[src/rtl/quick_cpu_core.sv]
// Multi-cycle accumulator-free CPU: four DATA_W registers, Z/C flags, and one
// shared instruction/data memory port with a ready handshake that tolerates wait states.
module quick_cpu_core #(
    parameter int DATA_W = 8,
    parameter int ADDR_W = 8,
    parameter logic [ADDR_W-1:0] RESET_PC = '0
) (
    input  logic              clk,
    input  logic              rst,
    output logic [ADDR_W-1:0] mem_addr,
    output logic              mem_rd,
    output logic              mem_wr,
    output logic [DATA_W-1:0] mem_wdata,
    input  logic [DATA_W-1:0] mem_rdata,
    input  logic              mem_ready,
    output logic              halted,
    output logic [ADDR_W-1:0] dbg_pc,
    output logic              flag_z,
    output logic              flag_c
);

    localparam logic [3:0] OP_LD  = 4'h0;
    localparam logic [3:0] OP_ST  = 4'h1;
    localparam logic [3:0] OP_SUB = 4'h2;
    localparam logic [3:0] OP_ADD = 4'h3;
    localparam logic [3:0] OP_JZ  = 4'h4;
    localparam logic [3:0] OP_JC  = 4'h5;
    localparam logic [3:0] OP_LDI = 4'h6;
    localparam logic [3:0] OP_MOV = 4'h7;
    localparam logic [3:0] OP_AND = 4'h8;
    localparam logic [3:0] OP_OR  = 4'h9;
    localparam logic [3:0] OP_XOR = 4'hA;
    localparam logic [3:0] OP_HLT = 4'hF;

    typedef enum logic [1:0] {S_FETCH, S_EXEC, S_MEM, S_HALT} state_t;

    state_t            state;
    logic [ADDR_W-1:0] pc;
    logic [DATA_W-1:0] regs [4];
    logic [7:0]        ir;
    logic              z, c;

    logic [3:0]        op;
    logic [1:0]        le, ri;
    logic [DATA_W-1:0] a, b;
    logic [ADDR_W-1:0] pc_inc1, pc_inc2, ri_addr;
    logic [DATA_W:0]   alu_res;

    // Top bit of the result is the new carry: carry-out for ADD, borrow for SUB, 0 for logic ops.
    function automatic logic [DATA_W:0] alu(input logic [3:0] f,
                                            input logic [DATA_W-1:0] x,
                                            input logic [DATA_W-1:0] y);
        logic [DATA_W:0] r;
        case (f)
            OP_ADD:  r = {1'b0, x} + {1'b0, y};
            OP_SUB:  r = {1'b0, x} - {1'b0, y};
            OP_AND:  r = {1'b0, x & y};
            OP_OR:   r = {1'b0, x | y};
            OP_XOR:  r = {1'b0, x ^ y};
            default: r = '0;
        endcase
        return r;
    endfunction

    assign op      = ir[7:4];
    assign le      = ir[3:2];
    assign ri      = ir[1:0];
    assign a       = regs[le];
    assign b       = regs[ri];
    assign ri_addr = b[ADDR_W-1:0];
    assign pc_inc1 = pc + ADDR_W'(1);
    assign pc_inc2 = pc + ADDR_W'(2);
    assign alu_res = alu(op, a, b);

    assign halted = (state == S_HALT);
    assign dbg_pc = pc;
    assign flag_z = z;
    assign flag_c = c;

    // Request outputs depend only on state and registers, never on mem_ready/mem_rdata.
    always_comb begin
        mem_rd    = 1'b0;
        mem_wr    = 1'b0;
        mem_addr  = pc;
        mem_wdata = '0;
        case (state)
            S_FETCH: mem_rd = 1'b1;
            S_MEM: begin
                if (op == OP_ST) begin
                    mem_wr    = 1'b1;
                    mem_addr  = ri_addr;
                    mem_wdata = a;
                end else begin
                    mem_rd   = 1'b1;
                    mem_addr = (op == OP_LDI) ? pc_inc1 : ri_addr;
                end
            end
            default: ;
        endcase
    end

    always_ff @(posedge clk) begin
        if (rst) begin
            state <= S_FETCH;
            pc    <= RESET_PC;
            ir    <= '0;
            z     <= 1'b0;
            c     <= 1'b0;
            for (int i = 0; i < 4; i++) regs[i] <= '0;
        end else begin
            case (state)
                S_FETCH: begin
                    if (mem_ready) begin
                        ir    <= mem_rdata[7:0];
                        state <= S_EXEC;
                    end
                end
                S_EXEC: begin
                    state <= S_FETCH;
                    pc    <= pc_inc1;
                    case (op)
                        OP_LD, OP_ST, OP_LDI: begin
                            state <= S_MEM;
                            pc    <= pc;
                        end
                        OP_ADD, OP_SUB, OP_AND, OP_OR, OP_XOR: begin
                            regs[le] <= alu_res[DATA_W-1:0];
                            z        <= (alu_res[DATA_W-1:0] == '0);
                            c        <= alu_res[DATA_W];
                        end
                        OP_JZ:  if (a == '0) pc <= ri_addr;
                        OP_JC:  if (c) pc <= ri_addr;
                        OP_MOV: regs[le] <= b;
                        OP_HLT: begin
                            state <= S_HALT;
                            pc    <= pc;
                        end
                        default: ;
                    endcase
                end
                S_MEM: begin
                    if (mem_ready) begin
                        state <= S_FETCH;
                        case (op)
                            OP_LD: begin
                                regs[le] <= mem_rdata;
                                pc       <= pc_inc1;
                            end
                            OP_LDI: begin
                                regs[le] <= mem_rdata;
                                pc       <= pc_inc2;
                            end
                            default: pc <= pc_inc1;
                        endcase
                    end
                end
                default: ;
            endcase
        end
    end

endmodule

[config.mk]
export PLATFORM = sky130hd
export DESIGN_NAME = quick_cpu_core
export DESIGN_NICKNAME = d
export VERILOG_FILES = /design/src/rtl/quick_cpu_core.sv
export SDC_FILE = /design/constraint.sdc
export NUM_CORES = 1
export LEC_CHECK = 0
export ABC_CLOCK_PERIOD_IN_PS = 4900
export CAP_MARGIN = 20
export CORE_MARGIN = 2
export CORE_UTILIZATION = 55
export DETAILED_ROUTE_END_ITERATION = 6
export HOLD_SLACK_MARGIN = 0.02
export PLACE_DENSITY_LB_ADDON = 0.12
export SETUP_SLACK_MARGIN = 0.05
export SKIP_CTS_REPAIR_TIMING = 1
export SLEW_MARGIN = 10
export SYNTH_ARGS = -nofsm -noshare
export SYNTH_HDL_FRONTEND = slang
export SYNTH_SLANG_ARGS = --single-unit
[constraint.sdc]
create_clock -name clk -period 4.9 [get_ports clk]
set_input_delay 0.98 -clock clk [delete_from_list [all_inputs] [get_ports clk]]
set_output_delay 0.98 -clock clk [all_outputs]
set_load 0.02 [all_outputs]
---- Yosys cells after proc, flatten, opt, wreduce, memory -nomap -nowiden ----
Memories as Yosys holds them, arrays and structs flattened. A register that Yosys moved wholly into a read port is not among the register bits.
Cells that the tools add are included.
storage, ports and cells
  memories ................................ 1
  flip-flop bits (word level) ............. 20
  memory bits (writable) .................. 32
  input port bits ......................... 11
cells by class
  bitwise logic cells ..................... 6
  reduce and logical (&&, ||, !) cells .... 14
  $add $sub $neg .......................... 4
  muxes and demuxes ....................... 50
  equality and inequality tests ........... 17
memories
  memory  words  bits a word  rd ports  clocked after memory_dff  write ports  line  RTL
  regs    4      8            2         2                         4            39    logic [DATA_W-1:0] regs [4];
operator list
  operator                                              number
  2-to-1 mux 8 bit                                      13
  case mux 9 bit (5 select lines)                       1
  2-to-1 mux 1 bit                                      24
  case mux 8 bit (3 select lines)                       1
  equality test 4 x 3 -> 1 bit (second input constant)  4
  equality test 4 bit (second input constant)           4
  logical NOT 8 bit                                     2
  case mux 8 bit (2 select lines)                       1
  2-to-1 mux 2 bit                                      7
  adder 8 x 8 -> 9 bit                                  1
  subtractor 8 x 8 -> 9 bit                             1
  adder 8 x 1 -> 8 bit (second input constant)          1
  adder 8 x 2 -> 8 bit (second input constant)          1
  AND 8 bit                                             1
  equality test 4 x 2 -> 1 bit (second input constant)  2
  OR 8 bit                                              1
  OR reduction 8 bit                                    1
  XOR 8 bit                                             1
  inequality test 2 bit (second input constant)         3
  case mux 2 bit (3 select lines)                       1
  AND reduction 3 bit                                   2
  OR reduction 5 bit                                    1
  equality test 2 bit (second input constant)           2
  equality test 4 x 1 -> 1 bit (second input constant)  1
  11 further kinds                                      14

---- Depth between registers and ports, before layout ----
  word-level depth ........................ 11
  depth in mapped cells ................... 14

---- Worst setup path after synthesis ----
No wires, ideal clock.
  path type ............................... flip-flop to flip-flop
  start point ............................. register (tool-made name)
  end point ............................... memory regs[0][6], data pin
  setup time .............................. 0.272 ns
  arrival ................................. 3.379 ns
  cell stages (with the launch flop) ...... 15
  slack ................................... 1.250 ns
  clock period less this slack ............ 3.650 ns
  cell sequence ........................... dfxtp_1 buf_2 mux4_2 buf_2 nor3_1 a21oi_1 xnor2_1 ha_1 inv_1 nor2_1 a221o_1 a221oi_1 o21ai_0 a221oi_1 nor2_1
RTL lines
  item       line
  to (decl)  39

==> metrics.txt <==
outcome=completed; Register Area=~1400 sq um; gr ovfl total=0; input/output buffers=39; worst slew pin tran=just under 1 ns; Ant. Diodes=0; Clk pin slew, worst setup/hold paths=about 0.11 ns; via/cell ratio=6.58; antenna violations before repair=0; register area share after synthesis=30.7%; top cell type's share of synthesized area=20.4%; synthesized instance count=approximately 530; final worst path period share=between 80% and 90%; ANT nets after route=0; cell area after synthesis=approximately 4700 sq um; initial DRC count=364; Die Y=between 90 and 100 microns; GRT Util Overall=a little under a third; number of global-route vias before repair=4,040; CTS sink cnt=56; Initial Util=about 57%; Worst Hold Slack=roughly 0.48 ns; Final GP Congestion=between 0.9 and 1; TritonRoute pass-1 iters=5; root buf cell=clkbuf_8; DRC=0; Hold WC Path Type=reg2reg; die area=roughly 9300 sq um; worst-skew pair later-pin latency=roughly 0.33 ns; Max Cap Violations=0; fillers=approximately 740; Syn Nets=roughly 580; Die Width=between 90 and 100 microns; DP HPWL=roughly 10 mm; total power=about 1.3 mW; async set-reset flop share out of synthesis=0%; final net count=595; clock skew=0.0186 ns; cells on worst reg2reg path=12; # IOs=40; Vias=4,331; Fmax=between 200 and 250 MHz; clock buffer count from CTS=5; Slew Limit Fails=0; VDD IR max=around 150 uV; routed wire length=13.3 mm; syn_area_per_cell=8.82 sq um; critical path type=reg2reg; critical path capture point type=flop; dominant cells by area after synthesis=edfxtp_1 (20%), dfxtp_1 (10%), ha_1 (8.2%); Synth area leader=edfxtp_1; area grow syn2layout=10.1%; Worst Path Required=4.96 ns; Slew HR=34.0%; CTS H-Tree Depth=2; CTS max path bufs=2; setup TNS=0 ns; EDFF count, synth=32; core area=just over 8000 sq um; TritonCTS clock tree=yes; worst-path maximum fanout=8; Multi-input gate area=2960 sq um; P_leak=about 1.9 nW; Yosys cell types=70; #FFs+latches synth=56; per-cell routed wire length=between 20 and 25 microns; # setup viols final=0; synth warn=0; worst hold stages=2; RSZ-0062 raised after global routing=false; HP Start=ir[1]; placed instance area=between 5000 and 6000 sq um; Fin. Hold Viols=0; Pwr Density=between 200 and 300 nW/um^2; Rows=33; first-pass GRT wire length=21.2 mm; Most used DFF post-synth=edfxtp_1; Final Critical Period=~4.3 ns; data arrival time of the worst path=approximately 4.4 ns; startpoint types=flop; register-to-register setup slack=approximately 0.57 ns; Design Area, Final=between 5000 and 6000 sq um; largest net degree at the start of global routing=37; share of layout cells above drive strength 1=6.87%
critical path, stage by stage (launching register included):
cell and delay (ns):
dfxtp_1 0.64, mux4_2 0.68, nor3_1 0.45, a21oi_1 0.15, xnor2_1 0.14, ha_1 0.32, inv_1 0.15, nor2_1 0.09
a221o_1 0.36, a221oi_1 0.27, o21ai_0 0.19, a221oi_1 0.52, nor2_1 0.12
worst paths after layout:
kind | endpoint
worst max-delay path | regs[0][6]
worst min-delay path | ir[1]
worst min register to register | ir[1]
worst max register to register | regs[0][6]
final cells by class:
type / instances / share of cell area [%]
repair buffers: 47 / 8.70
flip-flops and latches: 56 / 27.8
clock inverters: 3 / 0.435
inverters: 27 / 1.96
multi-input cells: 415 / 57.2
well taps: 105 / 2.54
clock buffers: 5 / 1.33
power by group:
group          switching, mW  internal, mW
sequential            0.0354         0.519
clock                  0.172         0.103
combinational          0.285         0.191
state kept, by name, indices dropped and copies added (netlist names), named ones only:
signal  flops
flag_c      1
ir          8
regs       32
state       2
flag_z      1
dbg_pc      8
metal layers:
layer	GRT usage, %	wire length (microns)	share of wire (%)	up-vias
met4	12.9	529	4.0	0
met3	3.65	910	6.9	41
met2	49.6	6290	47	219
met1	40.2	5530	42	2063
met5	0	0	0	-
li1	-	-	-	2008
logic make-up after synthesis:
group,Yosys count,synth area share (%)
buffers and inverters,62,6.36
flip-flops,56,30.7
XOR/XNOR,16,2.98
AO/OA/AOI/OAI,136,18.8
AND/OR/NAND/NOR,202,21.4
multiplexers,29,11.1
adder cells (fa/ha/maj),32,8.67
cells in the final DEF (no fill, tap or decap), types with 18 or more instances in the layout:
cell type,instances
inv_1,27
dfxtp_1,24
o21ai_0,35
nor2_1,58
ha_1,31
edfxtp_1,32
nand2_1,53
clkdlybuf4s50_1,39
nand3_1,18
a21oi_1,38
synth_stat cells (3+ instances only):
cell type and number:
a22oi_1 5, nor3_1 9, nand2_1 53, inv_1 27, and2_1 10, o21ai_0 35, nand3b_1 3, mux4_1 8
xnor2_1 10, a31oi_1 9, nor2_1 58, clkbuf_1 20, nand3_1 18, o211ai_1 5, o22ai_1 3, mux2_2 3
a211oi_1 3, mux4_2 8, a21oi_1 38, a311oi_1 5, ha_1 31, mux2i_1 10, a221oi_1 3, nor4_1 3
buf_2 3, or2_2 3, nand2b_1 10, or3_1 3, dfxtp_1 24, edfxtp_1 32, nor2b_1 9, o32a_1 3
nand4_1 3, a21o_1 5, xor2_1 6, buf_6 7, or4_1 4
stage by stage:
step           util, %  std cells  worst slack [ns]
3_3_place_gp      61.6        650             0.690
5_1_grt           62.7        658             0.284
4_1_cts           62.7        658             0.637
6_report          62.7        658             0.571
3_5_place_dp      61.6        650             0.658
2_1_floorplan        -        533              1.25
No activity file was read; power rests on OpenSTA's default activity.
